$ cat src/rtl/pcpi_mul_arbiter_if.sv
// pcpi_mul_arbiter_if: bundles the two requester PCPI channels (r0_*, r1_*) and the
// shared multiplier channel (m_*) used by pcpi_mul_arbiter.
//   slave  : arbiter view - takes requests and multiplier results, drives responses and m_*.
//   master : environment view - drives requests and multiplier results.
interface pcpi_mul_arbiter_if;
    logic        r0_valid, r1_valid;
    logic [31:0] r0_insn, r0_rs1, r0_rs2;
    logic [31:0] r1_insn, r1_rs1, r1_rs2;
    logic        r0_wr, r0_wait, r0_ready;
    logic        r1_wr, r1_wait, r1_ready;
    logic [31:0] r0_rd, r1_rd;
    logic        m_valid;
    logic [31:0] m_insn, m_rs1, m_rs2;
    logic        m_wr, m_wait, m_ready;
    logic [31:0] m_rd;

    modport slave (
        input  r0_valid, r0_insn, r0_rs1, r0_rs2,
        input  r1_valid, r1_insn, r1_rs1, r1_rs2,
        output r0_wr, r0_rd, r0_wait, r0_ready,
        output r1_wr, r1_rd, r1_wait, r1_ready,
        output m_valid, m_insn, m_rs1, m_rs2,
        input  m_wr, m_rd, m_wait, m_ready
    );

    modport master (
        output r0_valid, r0_insn, r0_rs1, r0_rs2,
        output r1_valid, r1_insn, r1_rs1, r1_rs2,
        input  r0_wr, r0_rd, r0_wait, r0_ready,
        input  r1_wr, r1_rd, r1_wait, r1_ready,
        input  m_valid, m_insn, m_rs1, m_rs2,
        output m_wr, m_rd, m_wait, m_ready
    );
endinterface

$ cat src/rtl/pcpi_mul_arbiter.sv
// pcpi_mul_arbiter: shares one PCPI multiplier between two requesters with round-robin
// grant and an unclaimed-instruction timeout.
//   clk    : clock, all state on rising edge
//   resetn : asynchronous active-low reset
//   bus    : requester channels r0_*/r1_* and multiplier channel m_* (slave modport)
module pcpi_mul_arbiter #(
    parameter int TIMEOUT = 16
) (
    input  logic               clk,
    input  logic               resetn,
    pcpi_mul_arbiter_if.slave  bus
);
    localparam int CW = $clog2(TIMEOUT) + 1;

    typedef enum logic [1:0] {IDLE, BUSY, RESP} state_t;

    state_t        state, state_n;
    logic          grant, rr_ptr, hold, res_wr;
    logic [CW-1:0] cnt;
    logic [31:0]   res_rd, l_insn, l_rs1, l_rs2;
    logic          elig0, elig1, pick, timeout, resp0, resp1;

    always_comb begin
        // the requester just served is masked for one IDLE cycle so its late-dropping valid is not re-granted
        elig0   = bus.r0_valid && !(hold && !grant);
        elig1   = bus.r1_valid && !(hold && grant);
        pick    = (elig0 && elig1) ? rr_ptr : elig1;
        timeout = !bus.m_wait && cnt == CW'(TIMEOUT - 1);
        state_n = (state == IDLE) ? ((elig0 || elig1) ? BUSY : IDLE) :
                  (state == BUSY) ? ((bus.m_ready || timeout) ? RESP : BUSY) : IDLE;
    end

    always_ff @(posedge clk or negedge resetn) begin
        if (!resetn) state <= IDLE;
        else         state <= state_n;
    end

    always_ff @(posedge clk or negedge resetn) begin
        if (!resetn) begin
            grant  <= 1'b0;
            rr_ptr <= 1'b0;
            hold   <= 1'b0;
            cnt    <= '0;
            res_wr <= 1'b0;
            res_rd <= '0;
            l_insn <= '0;
            l_rs1  <= '0;
            l_rs2  <= '0;
        end else begin
            hold <= state == RESP;
            if (state == IDLE && (elig0 || elig1)) begin
                grant  <= pick;
                rr_ptr <= !pick;
                cnt    <= '0;
                l_insn <= pick ? bus.r1_insn : bus.r0_insn;
                l_rs1  <= pick ? bus.r1_rs1 : bus.r0_rs1;
                l_rs2  <= pick ? bus.r1_rs2 : bus.r0_rs2;
            end
            if (state == BUSY) begin
                // any cycle the multiplier claims the instruction restarts the timeout window
                cnt <= bus.m_wait ? '0 : cnt + 1'b1;
                if (bus.m_ready || timeout) begin
                    res_wr <= bus.m_ready && bus.m_wr;
                    res_rd <= bus.m_ready ? bus.m_rd : '0;
                end
            end
        end
    end

    assign resp0 = state == RESP && !grant;
    assign resp1 = state == RESP && grant;

    assign bus.m_valid  = state == BUSY;
    assign bus.m_insn   = l_insn;
    assign bus.m_rs1    = l_rs1;
    assign bus.m_rs2    = l_rs2;

    assign bus.r0_ready = resp0;
    assign bus.r0_wr    = resp0 && res_wr;
    assign bus.r0_rd    = resp0 ? res_rd : '0;
    assign bus.r1_ready = resp1;
    assign bus.r1_wr    = resp1 && res_wr;
    assign bus.r1_rd    = resp1 ? res_rd : '0;

    // wait is a pure function of the request; gating with resetn keeps every output low in reset
    assign bus.r0_wait  = resetn && bus.r0_valid && !resp0;
    assign bus.r1_wait  = resetn && bus.r1_valid && !resp1;
endmodule

$ cat src/flat_wrapper.sv
// flat-port wrapper written by rule: the top's interface ports become plain ports
module pcpi_mul_arbiter_flat 
#(
    parameter int TIMEOUT = 16
)
  (clk, resetn, bus_r0_valid, bus_r0_insn, bus_r0_rs1, bus_r0_rs2, bus_r1_valid, bus_r1_insn, bus_r1_rs1, bus_r1_rs2, bus_r0_wr, bus_r0_rd, bus_r0_wait, bus_r0_ready, bus_r1_wr, bus_r1_rd, bus_r1_wait, bus_r1_ready, bus_m_valid, bus_m_insn, bus_m_rs1, bus_m_rs2, bus_m_wr, bus_m_rd, bus_m_wait, bus_m_ready);
  pcpi_mul_arbiter_if bus_i ();
  input  logic clk;
  input  logic resetn;
  input wire logic [$bits(bus_i.r0_valid)-1:0] bus_r0_valid;
  input wire logic [$bits(bus_i.r0_insn)-1:0] bus_r0_insn;
  input wire logic [$bits(bus_i.r0_rs1)-1:0] bus_r0_rs1;
  input wire logic [$bits(bus_i.r0_rs2)-1:0] bus_r0_rs2;
  input wire logic [$bits(bus_i.r1_valid)-1:0] bus_r1_valid;
  input wire logic [$bits(bus_i.r1_insn)-1:0] bus_r1_insn;
  input wire logic [$bits(bus_i.r1_rs1)-1:0] bus_r1_rs1;
  input wire logic [$bits(bus_i.r1_rs2)-1:0] bus_r1_rs2;
  output wire logic [$bits(bus_i.r0_wr)-1:0] bus_r0_wr;
  output wire logic [$bits(bus_i.r0_rd)-1:0] bus_r0_rd;
  output wire logic [$bits(bus_i.r0_wait)-1:0] bus_r0_wait;
  output wire logic [$bits(bus_i.r0_ready)-1:0] bus_r0_ready;
  output wire logic [$bits(bus_i.r1_wr)-1:0] bus_r1_wr;
  output wire logic [$bits(bus_i.r1_rd)-1:0] bus_r1_rd;
  output wire logic [$bits(bus_i.r1_wait)-1:0] bus_r1_wait;
  output wire logic [$bits(bus_i.r1_ready)-1:0] bus_r1_ready;
  output wire logic [$bits(bus_i.m_valid)-1:0] bus_m_valid;
  output wire logic [$bits(bus_i.m_insn)-1:0] bus_m_insn;
  output wire logic [$bits(bus_i.m_rs1)-1:0] bus_m_rs1;
  output wire logic [$bits(bus_i.m_rs2)-1:0] bus_m_rs2;
  input wire logic [$bits(bus_i.m_wr)-1:0] bus_m_wr;
  input wire logic [$bits(bus_i.m_rd)-1:0] bus_m_rd;
  input wire logic [$bits(bus_i.m_wait)-1:0] bus_m_wait;
  input wire logic [$bits(bus_i.m_ready)-1:0] bus_m_ready;
  assign bus_i.r0_valid = bus_r0_valid;
  assign bus_i.r0_insn = bus_r0_insn;
  assign bus_i.r0_rs1 = bus_r0_rs1;
  assign bus_i.r0_rs2 = bus_r0_rs2;
  assign bus_i.r1_valid = bus_r1_valid;
  assign bus_i.r1_insn = bus_r1_insn;
  assign bus_i.r1_rs1 = bus_r1_rs1;
  assign bus_i.r1_rs2 = bus_r1_rs2;
  assign bus_r0_wr = bus_i.r0_wr;
  assign bus_r0_rd = bus_i.r0_rd;
  assign bus_r0_wait = bus_i.r0_wait;
  assign bus_r0_ready = bus_i.r0_ready;
  assign bus_r1_wr = bus_i.r1_wr;
  assign bus_r1_rd = bus_i.r1_rd;
  assign bus_r1_wait = bus_i.r1_wait;
  assign bus_r1_ready = bus_i.r1_ready;
  assign bus_m_valid = bus_i.m_valid;
  assign bus_m_insn = bus_i.m_insn;
  assign bus_m_rs1 = bus_i.m_rs1;
  assign bus_m_rs2 = bus_i.m_rs2;
  assign bus_i.m_wr = bus_m_wr;
  assign bus_i.m_rd = bus_m_rd;
  assign bus_i.m_wait = bus_m_wait;
  assign bus_i.m_ready = bus_m_ready;
  pcpi_mul_arbiter #(.TIMEOUT(TIMEOUT)) u_core (.clk(clk), .resetn(resetn), .bus(bus_i));
endmodule
$ cat config.mk
export PLATFORM = sky130hd
export DESIGN_NAME = pcpi_mul_arbiter_flat
export DESIGN_NICKNAME = d
export VERILOG_FILES = /design/src/rtl/pcpi_mul_arbiter_if.sv /design/src/rtl/pcpi_mul_arbiter.sv /design/src/flat_wrapper.sv
export SDC_FILE = /design/constraint.sdc
export NUM_CORES = 1
export LEC_CHECK = 0
export BUFFER_PORTS_ARGS = -buffer_cell sky130_fd_sc_hd__buf_2
export CAP_MARGIN = 20
export CELL_PAD_IN_SITES_DETAIL_PLACEMENT = 2
export CELL_PAD_IN_SITES_GLOBAL_PLACEMENT = 2
export CORE_MARGIN = 8
export CORE_UTILIZATION = 23
export CTS_BUF_LIST = sky130_fd_sc_hd__clkbuf_16
export CTS_CLUSTER_DIAMETER = 30
export DETAILED_ROUTE_END_ITERATION = 8
export MAX_ROUTING_LAYER = met4
export PLACE_DENSITY_LB_ADDON = 0.1
export SLEW_MARGIN = 30
export SYNTH_ARGS = -nofsm -noshare
export SYNTH_HDL_FRONTEND = slang
export SYNTH_SLANG_ARGS = --single-unit
$ cat constraint.sdc
create_clock -name clk -period 2.5 [get_ports clk]
set_clock_uncertainty 0.15 [all_clocks]
set_input_delay 0.125 -clock clk [delete_from_list [all_inputs] [get_ports clk]]
set_output_delay 0.125 -clock clk [all_outputs]
set_load 0.005 [all_outputs]
Word-level counts from Yosys, hierarchy flattened
Cells that the tools add are included.
W data, S select, Z words.
Word-level totals
  register bits: 139
  input bits: 231
  output and inout port bits: 167
  logic and storage cells: 56
Operators by class
  add/sub/neg operators: 1
  eq/ne operators: 3
  multiplexer cells: 14
  reductions and logical operators: 28
Operators with widths (number)
  $mux W32: 6
  $logic_and A1 B1 Y1: 16
  $mux W5: 3
  $logic_not A1 Y1: 7
  $mux W2: 3
  $add A5 B1 Y5 const B: 1
  $eq A5 B4 Y1 const B: 1
  $eq A2 B1 Y1 const B: 1
  $eq A2 B2 Y1 const B: 1
  $logic_not A2 Y1: 1
  $logic_or A1 B1 Y1: 2
  $mux W1: 2
  $reduce_and A2 Y1: 1
  $reduce_bool A2 Y1: 1

Logic depth before layout (Yosys ltp)
  word-level depth: 8
  mapped depth: 8
  mapped depth without buffers: 6

Worst setup path before layout
Ideal clock, no wire load.
  path kind: reg2reg
  start point: register u_core.grant
  end point: register u_core.l_insn[26] (netlist: u_core.bus.m_insn[26])
  library setup time: 126 ps
  data arrival time: 1778 ps
  required time: 2224 ps
  setup slack: 446 ps
  cell stages (with the launch flop): 8
  path buffers: 4
  period minus slack after synthesis: 2054 ps
  path through: dfrtp_1 -> buf_4 -> mux2i_1 -> a2111o_1 -> buf_6 -> buf_6 -> buf_6 -> a221o_1
On the way
  word-level cells in the longest chain between the ends: 7
  elaborated cells between the ends (all ways): 12
  classes of those cells: mux (2); reduce/logical (10)
Ends and longest elaborated chain
  from (decl): line pcpi_mul_arbiter.sv:18  | logic grant, rr_ptr, hold, res_wr;
  from (signal assigned): line pcpi_mul_arbiter.sv:52  | grant <= pick;
  $logic_not A1 Y1: line pcpi_mul_arbiter.sv:25  | elig0 = bus.r0_valid && !(hold && !grant);
  $logic_and A1 B1 Y1: line pcpi_mul_arbiter.sv:25
  $logic_not A1 Y1: line pcpi_mul_arbiter.sv:25
  $logic_and A1 B1 Y1: line pcpi_mul_arbiter.sv:25
  $logic_and A1 B1 Y1: line pcpi_mul_arbiter.sv:27  | pick = (elig0 && elig1) ? rr_ptr : elig1;
  $mux W1: line pcpi_mul_arbiter.sv:27
  $mux W32: line pcpi_mul_arbiter.sv:55  | l_insn <= pick ? bus.r1_insn : bus.r0_insn;
  to (signal assigned): line pcpi_mul_arbiter.sv:55
  to (decl): line pcpi_mul_arbiter.sv:20  | logic [31:0] res_rd, l_insn, l_rs1, l_rs2;
Parallel ways exist; a longest one is shown, timed or not.
A chain may end at the register's enable or synchronous reset.

Final worst setup path
  start point: register u_core.state[1]
  end point: output port bus_r0_rd[18]
On the way
  word-level cells in the longest chain between the ends: 3
Ends and longest elaborated chain
  from (decl): line pcpi_mul_arbiter.sv:17  | state_t state, state_n;
  from (signal assigned): line pcpi_mul_arbiter.sv:35  | else state <= state_n;
  $eq A2 B2 Y1: line pcpi_mul_arbiter.sv:70  | assign resp0 = state == RESP && !grant;
  $logic_and A1 B1 Y1: line pcpi_mul_arbiter.sv:70
  $mux W32: line pcpi_mul_arbiter.sv:80  | assign bus.r0_rd = resp0 ? res_rd : '0;
  to (decl): line flat_wrapper.sv:19  | output wire logic [$bits(bus_i.r0_rd)-1:0] bus_r0_rd;
No other way between the ends.

==> impl_metrics.toml <==
[outcome]
outcome = "finished clean"

[synthesis]
yosys_warnings = 0
synth_top_cells_by_area = "dfrtp_1, a221o_1, and3_1, a22o_1, and2_1"
synth.ff_latch_count = 139
ys_seq_area_frac = 0.550
synthTopCellsByCount = "dfrtp_1, and3_1, a221o_1, clkbuf_1, and2_1"
synth_edf_count = 0
avgSynthCellArea_um2 = 11.8
yosys.cell_count.top_type = "dfrtp_1"
yosysTopAreaCell = "dfrtp_1"
syn_inst = 535
synth_nets = 768
ys.flop_type = "dfrtp_1"
yosysUniqueCellTypes = 28
syn_area_um2 = 6320
synth_top_area_frac = 0.550
synthArstFlopShare = 1.00

[sta]
post-route-min-period_ps = 2180
worst_pin_slew_ps = 516
slew_headroom = 0.656
setup_viol = 0
fmax_mhz = 459
rsz0062_at_grt = "no"
finalHoldViolations = 0
slew_violations = 0
fin_setup_tns_ps = 0
post-route-period-util = 0.872

[placement]
port-buffer-count = 397
place_inst = 1228
gp_routability_congestion = 0.802
post-dp-hpwl_mm = 23.0

[final_layout]
final_nets = 1367
area_growth_pct = 82.9
layout-drive-gt1-share = 0.388
stdcell_count = 1494

[setup_path]
cp_common_cell = "nor2b_1"
worst_path_max_delay_cell = "dfrtp_1"
critPathMaxStageDelay_ps = 420
critPathCaptureType = "output pin"
critPathTopFamily = "simple AND/OR/NAND/NOR gates"
critPathLaunchType = "flop"
cp_cell_sequence = "nor2b_1 -> nor2b_1 -> buf_4 -> and2_1 -> buf_2"
crit_path_max_fanout = 19
crit_type = "flop to output pin"
required_ps = 2230
cp.arrival_ps = 1910
critical_path_buf_inv_count = 2

[clocking]
clk_latency_ps = 410
cts.reportedPaths.clkPinSlew_ps = 60
cts-root-buf = "clkbuf_16"
cts_setup_buffers = 0
cts_tree = "done"
numCtsBuffers = 17
max-clock-path-buffers = 2
h-tree-depth = 4
cts.sinks = 139

[route]
via_count = 7365
route.detailed.drc = 0
wl_per_cell_um = 24.3
vias_per_cell = 4.93
wl_mm = 36.2
drtIter0Drc = 345
dr.pass1.iters = 4
postRouteAntennaNets = 0

[floorplanning]
die_h_um = 182
start_util = 0.235
pin_count = 398
row_count = 60
design.core.area_um2 = 27000
die_w_um = 182
dieArea_um2 = 33000

[run]
maxCapViolCount = 0

[global_routing]
grt_usage = 0.222
grt_max_degree = 103
grt_pass1_vias = 8797
gr-total-overflow = 0
grt_pass1_wl_mm = 55.1
antenna_found_initial = 6

[power]
ir_drop_mv = 0.402
p_total_mw = 11.5
leakagePower_nw = 6.20
p_per_area_nw_per_um2 = 995

[min_path]
hold_class = "input pin to asynchronous set/reset pin"
worst paths after layout:
path,start,end,slack [ps],depth (start not counted)
worst max-delay path,u_core.state[1]$_DFF_PN0_,bus_r0_rd[18],320,5
worst min-delay path,resetn,u_core.res_rd[18]$_DFFE_PN0P_,30,2
worst max register to register,u_core.grant$_DFFE_PN0P_,u_core.bus.m_rs1[30]$_DFFE_PN0P_,330,4
worst min register to register,u_core.cnt[3]$_DFFE_PN0P_,u_core.cnt[3]$_DFFE_PN0P_,360,1
max in group asynchronous,resetn,u_core.bus.m_insn[14]$_DFFE_PN0P_,1380,3
min in group clk,bus_r1_valid,u_core.rr_ptr$_DFFE_PN0P_,80,4
area by class of cell:
| class | instances | area (um^2) |
|---|---|---|
| Fill cell | 2803 | 15400 |
| Timing Repair Buffer | 639 | 4470 |
| Sequential cell | 139 | 3480 |
| Multi-Input combinational cell | 332 | 2560 |
| Tap cell | 341 | 427 |
| Clock buffer | 17 | 425 |
| Clock inverter | 15 | 171 |
| Inverter | 5 | 18.8 |
| Antenna cell | 6 | 15.0 |
per-stage QoR:
step / cell area, um^2 / setup WS [ps] / utilization / hold WS [ps]
3_3_place_gp: 8670 / 416 / 0.322 / -90.4
2_1_floorplan: 6320 / 446 / - / -321
4_1_cts: 11500 / 267 / 0.428 / 30.6
5_1_grt: 11600 / 177 / 0.429 / 54.0
3_5_place_dp: 8670 / 376 / 0.322 / -92.2
6_report: 11600 / 319 / 0.429 / 32.4
registers in the layout (all words and copies together) (netlist names):
register and flops:
u_core.grant 1, u_core.cnt 5, u_core.bus.m_rs1 32, u_core.res_wr 1
u_core.hold 1, u_core.res_rd 32, u_core.rr_ptr 1, u_core.state 2
u_core.bus.m_rs2 32, u_core.bus.m_insn 32
report_power, final:
part / internal [mW] / switching (mW) / leakage (nW)
sequential: 3.32 / 0.809 / 1.73
combinational: 2.37 / 2.41 / 4.19
clock: 1.57 / 1.03 / 0.293
total: 7.25 / 4.25 / 6.20
cells in the final DEF (no fill, tap or decap), types with 6 or more instances in the layout:
master / netlist / final
buf_12: 0 / 7
and2_1: 35 / 35
diode_2: 0 / 6
clkbuf_16: 0 / 17
dlygate4sd3_1: 0 / 228
dfrtp_1: 139 / 139
and3_1: 130 / 130
nand2_1: 8 / 8
buf_4: 2 / 7
a22o_1: 33 / 33
a221o_1: 96 / 96
buf_2: 14 / 396
routing by layer:
metal  up-vias  global-route usage  share of wire
li1       3291                   -              -
met1      3688               0.230           0.39
met2       314               0.386           0.51
met3        72              0.0615          0.065
met4         0               0.106          0.040
met5         -                   -              0
what timing repair did:
| action | in CTS | in global routing |
|---|---|---|
| gates resized for setup | 0 | 0 |
| hold endpoints to repair | 273 | 0 |
| hold buffers | 228 | 0 |
logic make-up (layout without fill, tap and decap cells):
family,after synthesis,after routing,share of synthesized area
AO/OA/AOI/OAI,142,142,0.215
flip-flops,139,139,0.550
multiplexers,1,1,0.00158
other,0,6,0
AND/OR/NAND/NOR,187,187,0.180
buffers and inverters,64,676,0.0491
adder cells (fa/ha/maj),2,2,0.00396
(Power assumes the default switching activity.)
